File: config.mk
export PLATFORM = sky130hd
export DESIGN_NAME = octant_histogram
export DESIGN_NICKNAME = d
export VERILOG_FILES = /design/src/rtl/octant_histogram.sv
export SDC_FILE = /design/constraint.sdc
export NUM_CORES = 1
export LEC_CHECK = 0
export CORE_MARGIN = 8
export CORE_UTILIZATION = 38
export CTS_CLUSTER_DIAMETER = 120
export DETAILED_ROUTE_END_ITERATION = 7
export PLACE_DENSITY = 0.54
export SLEW_MARGIN = 15
export SYNTH_ARGS = -nofsm -noshare
export SYNTH_HDL_FRONTEND = slang
export SYNTH_SLANG_ARGS = --single-unit
File: constraint.sdc
create_clock -name clk -period 4.75 [get_ports clk]
set_input_delay 0.95 -clock clk [delete_from_list [all_inputs] [get_ports clk]]
set_output_delay 0.95 -clock clk [all_outputs]
set_load 0.005 [all_outputs]
File: src/rtl/octant_histogram.sv
// octant_histogram: per-frame label histogram behind the octant labeller.
// Ports: clk, rst_n (async, active-low); label/in_valid/done from the
//   labeller; cnt_label/cnt_value/cnt_valid/cnt_ready drain stream;
//   max_label, frame_done, bad_label, overrun status outputs.
module octant_histogram #(
    parameter int NUM_LABELS = 8,
    parameter int CW         = 16
) (
    input  logic          clk,
    input  logic          rst_n,
    input  logic [3:0]    label,
    input  logic          in_valid,
    input  logic          done,
    output logic [3:0]    cnt_label,
    output logic [CW-1:0] cnt_value,
    output logic          cnt_valid,
    input  logic          cnt_ready,
    output logic [3:0]    max_label,
    output logic          frame_done,
    output logic          bad_label,
    output logic          overrun
);

    localparam int IW = (NUM_LABELS > 1) ? $clog2(NUM_LABELS) : 1;
    localparam logic [3:0] LAST_IDX = 4'(NUM_LABELS - 1);
    localparam logic [3:0] MAX_LBL = 4'(NUM_LABELS);
    localparam logic [CW-1:0] SAT = '1;

    typedef enum logic [1:0] {
        ACCUM = 2'd0,
        DRAIN = 2'd1,
        FIN   = 2'd2
    } state_t;

    state_t state;
    state_t state_nxt;

    logic          done_d;
    logic          frame_edge;
    logic [CW-1:0] cnt [NUM_LABELS];
    logic [3:0]    idx;
    logic [CW-1:0] best_count;
    logic [3:0]    best_label;
    logic [3:0]    max_q;
    logic          bad_q;
    logic          ovr_q;

    logic          label_ok;
    logic [IW-1:0] lbl_sel;
    logic [IW-1:0] idx_sel;
    logic [CW-1:0] cur;
    logic          accum_inc;
    logic          beat_acc;
    logic          beat_win;
    logic          last_beat;

    assign frame_edge = done & ~done_d;
    assign label_ok   = (label != 4'd0) && (label <= MAX_LBL);
    assign lbl_sel    = IW'(label - 4'd1);
    assign idx_sel    = IW'(idx);
    assign cur        = cnt[idx_sel];

    assign accum_inc = (state == ACCUM) & in_valid & label_ok;
    assign beat_acc  = (state == DRAIN) & cnt_ready;
    // Strict compare: on ties the earlier (lower) label keeps the lead,
    // and a zero count can never displace the initial "no label" state.
    assign beat_win  = cur > best_count;
    assign last_beat = beat_acc & (idx == LAST_IDX);

    // State register
    always_ff @(posedge clk or negedge rst_n) begin
        if (!rst_n) begin
            state <= ACCUM;
        end else begin
            state <= state_nxt;
        end
    end

    // Next state and drain/status outputs, all decoded from registers
    always_comb begin
        state_nxt  = state;
        cnt_valid  = 1'b0;
        cnt_label  = 4'd0;
        cnt_value  = '0;
        frame_done = 1'b0;
        unique case (state)
            ACCUM: begin
                if (frame_edge) begin
                    state_nxt = DRAIN;
                end
            end
            DRAIN: begin
                cnt_valid = 1'b1;
                cnt_label = idx + 4'd1;
                cnt_value = cur;
                if (last_beat) begin
                    state_nxt = FIN;
                end
            end
            FIN: begin
                frame_done = 1'b1;
                state_nxt  = ACCUM;
            end
            default: begin
                state_nxt = ACCUM;
            end
        endcase
    end

    always_ff @(posedge clk or negedge rst_n) begin
        if (!rst_n) begin
            done_d <= 1'b0;
        end else begin
            done_d <= done;
        end
    end

    // Saturating per-label counters; the last point of a frame arrives
    // together with the done edge and is counted in that same cycle.
    always_ff @(posedge clk or negedge rst_n) begin
        if (!rst_n) begin
            for (int i = 0; i < NUM_LABELS; i++) begin
                cnt[i] <= '0;
            end
        end else if (state == FIN) begin
            for (int i = 0; i < NUM_LABELS; i++) begin
                cnt[i] <= '0;
            end
        end else if (accum_inc) begin
            if (cnt[lbl_sel] != SAT) begin
                cnt[lbl_sel] <= cnt[lbl_sel] + 1'b1;
            end
        end
    end

    // Drain index and running maximum
    always_ff @(posedge clk or negedge rst_n) begin
        if (!rst_n) begin
            idx        <= 4'd0;
            best_count <= '0;
            best_label <= 4'd0;
        end else if (state == FIN) begin
            idx        <= 4'd0;
            best_count <= '0;
            best_label <= 4'd0;
        end else if (state == ACCUM) begin
            idx <= 4'd0;
        end else if (beat_acc) begin
            idx <= idx + 4'd1;
            if (beat_win) begin
                best_count <= cur;
                best_label <= idx + 4'd1;
            end
        end
    end

    // The final beat may itself be the winner, so resolve it here so
    // that max_label is already valid during the frame_done cycle.
    always_ff @(posedge clk or negedge rst_n) begin
        if (!rst_n) begin
            max_q <= 4'd0;
        end else if (last_beat) begin
            max_q <= beat_win ? (idx + 4'd1) : best_label;
        end
    end

    always_ff @(posedge clk or negedge rst_n) begin
        if (!rst_n) begin
            bad_q <= 1'b0;
            ovr_q <= 1'b0;
        end else begin
            if (in_valid && state == ACCUM && !label_ok) begin
                bad_q <= 1'b1;
            end
            if (in_valid && state != ACCUM) begin
                ovr_q <= 1'b1;
            end
        end
    end

    assign max_label = max_q;
    assign bad_label = bad_q;
    assign overrun   = ovr_q;

endmodule

==> results of run 1 <==
[layout by cell type, fill, tap and decap left out, types with 5 or more instances in the layout]
cell type	n
a21o_1	6
a21oi_1	7
buf_12	10
buf_4	41
bufinv_16	5
clkbuf_16	17
clkdlybuf4s50_1	34
dfrtp_1	160
ha_1	19
inv_1	38
mux2_2	15
mux2i_1	55
mux4_2	53
nand2_1	13
nand2b_1	7
nand3_1	150
nor2_1	30
o21ai_0	139
o21ai_1	16
xnor2_1	12
xor2_1	5
[through the flow]
| step | hold WS, ns | total power, mW | setup WS [ns] | instances |
|---|---|---|---|---|
| finish | 0.469 | 4.15 | 0.665 | 1209 |
| global placement | 0.461 | 2.67 | 0.275 | 1177 |
| floorplan | 0.459 | 2.22 | 0.0253 | 838 |
| detailed placement | 0.457 | 2.68 | 0.208 | 1177 |
| global route | 0.518 | 4.38 | 0.496 | 1209 |
| CTS | 0.477 | 4.21 | 0.652 | 1209 |
[where the power goes]
group          total, mW  switching [mW]  internal (mW)  leakage, nW
sequential          1.59           0.131           1.46         2.21
combinational       1.04           0.523          0.514         2.10
clock               1.52           0.586          0.934        0.306
[state kept, by name (all words and copies together) (netlist names)]
register    count
overrun         1
best_label      4
done_d          1
state           2
best_count     16
idx             4
max_label       4
cnt           128
bad_label       1
[worst min path at each step]
stage	startpoint	to	slack, ns	cells after the start
floorplan	overrun$_DFFE_PN0P_	overrun$_DFFE_PN0P_	0.46	1
global placement	overrun$_DFFE_PN0P_	overrun$_DFFE_PN0P_	0.46	1
detailed placement	overrun$_DFFE_PN0P_	overrun$_DFFE_PN0P_	0.46	1
CTS	overrun$_DFFE_PN0P_	overrun$_DFFE_PN0P_	0.48	1
global route	bad_label$_DFFE_PN0P_	bad_label$_DFFE_PN0P_	0.52	1
finish	overrun$_DFFE_PN0P_	overrun$_DFFE_PN0P_	0.47	1
[worst max-delay path, delay by kind of cell]
family / cells / cell delay, ns
buffers and inverters: 4 / 0.85
xor gates and xnor gates: 1 / 0.17
AOI/OAI and AO/OA: 1 / 0.12
adders and majority gates: 1 / 0.24
muxes: 1 / 0.55
and+or+nand+nor: 5 / 1.52
[cell families (layout without fill, tap and decap cells)]
kind of cell	after synthesis	count (layout)	synth area share
XOR/XNOR	19	19	0.0185
AO/OA/AOI/OAI	175	175	0.101
AND/OR/NAND/NOR	235	235	0.139
flip-flops	161	161	0.447
multiplexers	123	123	0.212
buffers and inverters	106	158	0.0553
adder cells (fa/ha/maj)	19	19	0.0264
[layer usage]
layer | wire length, um | up-vias
met5 | 0 | -
met4 | 217 | 0
met3 | 859 | 13
met2 | 11100 | 121
met1 | 11600 | 3297
li1 | - | 3140
[final cells by class]
| cell class | count | area (um^2) | area share |
|---|---|---|---|
| multi-input cells | 571 | 4530 | 0.427 |
| flip-flops and latches | 161 | 4030 | 0.380 |
| clock buffers | 18 | 429 | 0.0404 |
| clock inverters | 14 | 214 | 0.0202 |
| repair buffers | 87 | 865 | 0.0815 |
| well taps | 319 | 399 | 0.0376 |
| inverters | 39 | 148 | 0.0139 |
==> metrics.yaml, run 1 <==
status: "finished clean"
yosys.area.top_type_share: 0.447
grt_pass1_wl_um: 38700
clk_latency_ns: 0.43
slew_viol_final: 0
io_pins: 37
yosys-top-cells-area: "dfrtp_1 45%, mux4_2 13%, nand3_1 8.3%"
synth_most_common_cell: "dfrtp_1"
synth_top_area_cell: "dfrtp_1"
rsz0062_at_grt: "no"
hold_path.class: "flop to flop"
r2r-start: "idx[1]$_DFFE_PN0P_"
cp_slowest_stage_delay_ns: 0.64
max-vdd-ir-drop_mv: 0.273
worst_pin_slew_ns: 0.855
initial_core_util: 0.385
async_flop_share: 1.00
finalSetupViolCount: 0
fin_crit_sh: 0.860
period_needed_ns: 4.09
worstPathRequired_ns: 5.09
place_congestion: 0.779
fin_nets: 905
io_buffers: 36
drtAntennaViolNets: 0
fin_util: 0.454
ys_warn_count: 0
grt.busiest_layer: "met2"
ys_seq_area_frac: 0.447
cp-startpoint: "label[1]"
dp_hpwl_um: 16500
synth_cells: 838
end_kind: "flop"
drv_cap: 0
slew_headroom: 0.424
finalSetupTns_ns: 0
post_drt_wl_per_cell_um: 19.7
cts.repair.resized: 0
met2_usage: 0.276
clock-root-buffer: "clkbuf_16"
ys_top_cells_by_count: "161 x dfrtp_1, 150 x nand3_1, 139 x o21ai_0"
coreArea_um2: 23400
drtIter0Drc: 576
rr_worst_depth: 13
syn_to_final_growth_pct: 17.8
cellPowerDensity_nw_per_um2: 391
crit_path_start_kind: "input pin"
synth_seq_cells: 161
post_cts_buffers: 0
drcViolationCount: 0
n_antenna_cell: 0
drive_gt1_frac: 0.191
synth_fp_nets: 866
grt_pass1_vias: 6617
hold_buffers: 0
die_x_um: 170
synth_ff_type: "dfrtp_1"
arrival_ns: 4.42
synth.avg_cell_area_um2: 10.7
path_clk_slew_ns: 0.06
grt.total_usage: 0.172
htree_levels: 4
antenna_found_initial: 0
timing.fmax_mhz: 245
viasPerCell: 5.44
crit_top_cell: "buf_12"
rrSetupSlack_ns: 0.92
yosysUniqueCellTypes: 40
fin_area_um2: 10600
via_count: 6571
worst_path_max_delay_cell: "or4_1"
worstSetupPathType: "input pin to flop"
crit_chain: "clkdlybuf4s50_1 -> inv_1 -> ha_1 -> xor2_4 -> buf_12 -> mux4_2 -> or4_1 -> nor4_4 -> nand3b_4 -> nand4_2 -> buf_12 -> nand3_1 -> o21ai_0"
dpl_cell_area_um2: 9970
routed_wl_um: 23800
crit_fanout: 14
grt_util_met1: 0.241
p_leak_nw: 4.61
cts_buffers: 17
first_pass_iters: 4
hold_viol: 0
cts_buffer_depth: 2
cts_tree: "done"
grt_use_met3: 0.0287
cts.sinks: 161
n_fill_cell: 2235
grt_remaining_overflow: 0
critPathCapture: "cnt[108]$_DFFE_PN0P_"
die_y_um: 170
num_rows: 56
grt_max_degree: 83
timing.rr.end: "max_label[3]$_DFFE_PN0P_"
fin_skew_ns: 0.0130
synth_edf_count: 0
netlist_area_um2: 9010
dieArea_um2: 28900
(Power assumes the default switching activity.)
==> run 2: changes to the inputs <==
Settings changed: PLACE_DENSITY 0.54 to 0.65.
==> run 2 against run 1 <==
Clock skew grew 0.0061 ns; sequential cell count did not move; sequential power hardly changed; utilization is 0.52 points lower; first-iteration DRC count is 3.6% higher; via count is 1.4% higher; total power down 3.7%; highest routed layer unchanged.
==> metrics.yaml, run 2 (synthesis gave the netlist of run 1 again) <==
status: "finished clean"
cts.repair.resized: 0
pre_cts_slack_ns: 0.239
path_clk_slew_ns: 0.07
dp_hpwl_um: 15000
timing.fmax_mhz: 243
crit_fanout: 18
final_common_cell: "dfrtp_1"
top_regs: "cnt: 128 flops, best_count: 16 flops"
hold_buffers: 0
syn_to_final_growth_pct: 16.5
die_x_um: 170
fin_total_pwr_mw: 4.00
grt_remaining_overflow: 0
worst_path_max_delay_cell: "dfrtp_2"
fin_area_um2: 10500
drive_gt1_frac: 0.181
fin_nets: 893
regMostFlops: "cnt"
period_needed_ns: 4.11
cts_buffers: 17
num_rows: 56
htree_levels: 4
setup_ws_ns: 0.642
crit_chain: "buf_4 -> mux4_2 -> mux2i_1 -> nor2_1 -> clkdlybuf4s50_1"
mostFrequentLayoutCells: "160 x dfrtp_1, 150 x nand3_1, 139 x o21ai_0"
worst_pin_slew_ns: 1.06
crit_path_start_kind: "flop"
via_count: 6663
cellInternalPower_mw: 2.72
drtIter0Drc: 597
dpl_cell_area_um2: 9890
slew_headroom: 0.294
post_cts_buffers: 0
drv_cap: 0
n_antenna_cell: 0
largest_reg_flops: 128
pwr-share-clk: 0.354
grt_pass1_wl_um: 37700
slew_viol_final: 0
arrival_ns: 3.16
clock-root-buffer: "clkbuf_16"
grt_max_degree: 111
rr_worst_depth: 12
p_switching_mw: 1.27
clk_latency_ns: 0.44
finalSetupViolCount: 0
grt.total_usage: 0.167
cts_tree: "done"
fin_skew_ns: 0.0190
cp_slowest_stage_delay_ns: 0.78
routed_wl_um: 23100
cts.sinks: 161
fin_crit_sh: 0.865
p_leak_nw: 4.55
p_sw_frac: 0.319
first_pass_iters: 5
drcViolationCount: 0
die_y_um: 170
dieArea_um2: 28900
finalSetupTns_ns: 0
coreArea_um2: 23400
max-vdd-ir-drop_mv: 0.291
worstSetupPathType: "flop to primary output"
post_drt_wl_per_cell_um: 19.3
hold_viol: 0
viasPerCell: 5.57
io_buffers: 36
hold_path.class: "flop to flop"
initial_core_util: 0.385
n_fill_cell: 2200
antenna_found_initial: 0
worstPathRequired_ns: 3.80
cellPowerDensity_nw_per_um2: 381
combPwrFrac: 0.246
drtAntennaViolNets: 0
pwr-share-seq: 0.399
io_pins: 37
cts_buffer_depth: 2
grt_pass1_vias: 6703
holdPathStages: 1
end_kind: "primary output"
place_congestion: 0.791
rsz0062_at_grt: "no"
==> run 2: cell types whose count changed in the layout (fill, tap and decap cells not counted), sizes merged <==
cell / change
clkinv: -2
clkbuf: -1
buf: -12
bufinv: -3
inv: +6
==> run 2: worst max-delay path: cells and delay by family (launching register included) <==
kind	cells	cell delay [ns]
flip-flops	1	0.78
AND/OR/NAND/NOR	1	0.08
multiplexers	2	1.06
buffers and inverters	2	0.77
==> run 2: final timing paths <==
kind,start,endpoint,slack [ns]
setup / recovery,idx[1]$_DFFE_PN0P_,cnt_value[7],0.64
hold / removal,overrun$_DFFE_PN0P_,overrun$_DFFE_PN0P_,0.47
setup reg to reg,idx[1]$_DFFE_PN0P_,best_count[9]$_DFFE_PN0P_,0.67
hold reg to reg,overrun$_DFFE_PN0P_,overrun$_DFFE_PN0P_,0.47
max in group asynchronous,rst_n,cnt[83]$_DFFE_PN0P_,3.05
min in group asynchronous,rst_n,max_label[1]$_DFFE_PN0P_,0.63
==> run 2: per-layer routing <==
metal	global-route usage	vias up	routed length (um)
met5	0	-	0
met4	0.0404	0	251
met3	0.0396	22	1600
met2	0.257	208	10400
met1	0.235	3313	10800
li1	-	3120	-
==> run 2: through the flow <==
stage | util | instances | hold WS [ns]
6_report | 0.448 | 1197 | 0.472
4_1_cts | 0.448 | 1197 | 0.476
2_1_floorplan | - | 838 | 0.459
5_1_grt | 0.448 | 1197 | 0.502
3_3_place_gp | 0.423 | 1165 | 0.458
3_5_place_dp | 0.423 | 1165 | 0.456
==> run 2: power by group through the flow <==
stage / registers [mW] / clock network, mW / logic, mW
2_1_floorplan: 1.53 / 0 / 0.684
3_3_place_gp: 1.62 / 0 / 0.976
3_5_place_dp: 1.62 / 0 / 0.990
4_1_cts: 1.60 / 1.44 / 0.993
5_1_grt: 1.62 / 1.50 / 1.07
6_report: 1.60 / 1.42 / 0.984
==> run 2: cell type report <==
| type | count | area (um^2) | share of cell area |
|---|---|---|---|
| sequential | 161 | 4030 | 0.384 |
| multi-input combinational | 571 | 4520 | 0.431 |
| tap | 319 | 399 | 0.0380 |
| inverter | 39 | 148 | 0.0141 |
| clock buffer | 17 | 425 | 0.0405 |
| timing repair buffer | 75 | 800 | 0.0762 |
| clock inverter | 15 | 173 | 0.0165 |
==> run 3: changes to the inputs <==
Settings changed: TNS_END_PERCENT set to 5.
==> results of run 3 <==
No change in the layout: final DEF, timing and power equal those of run 2.
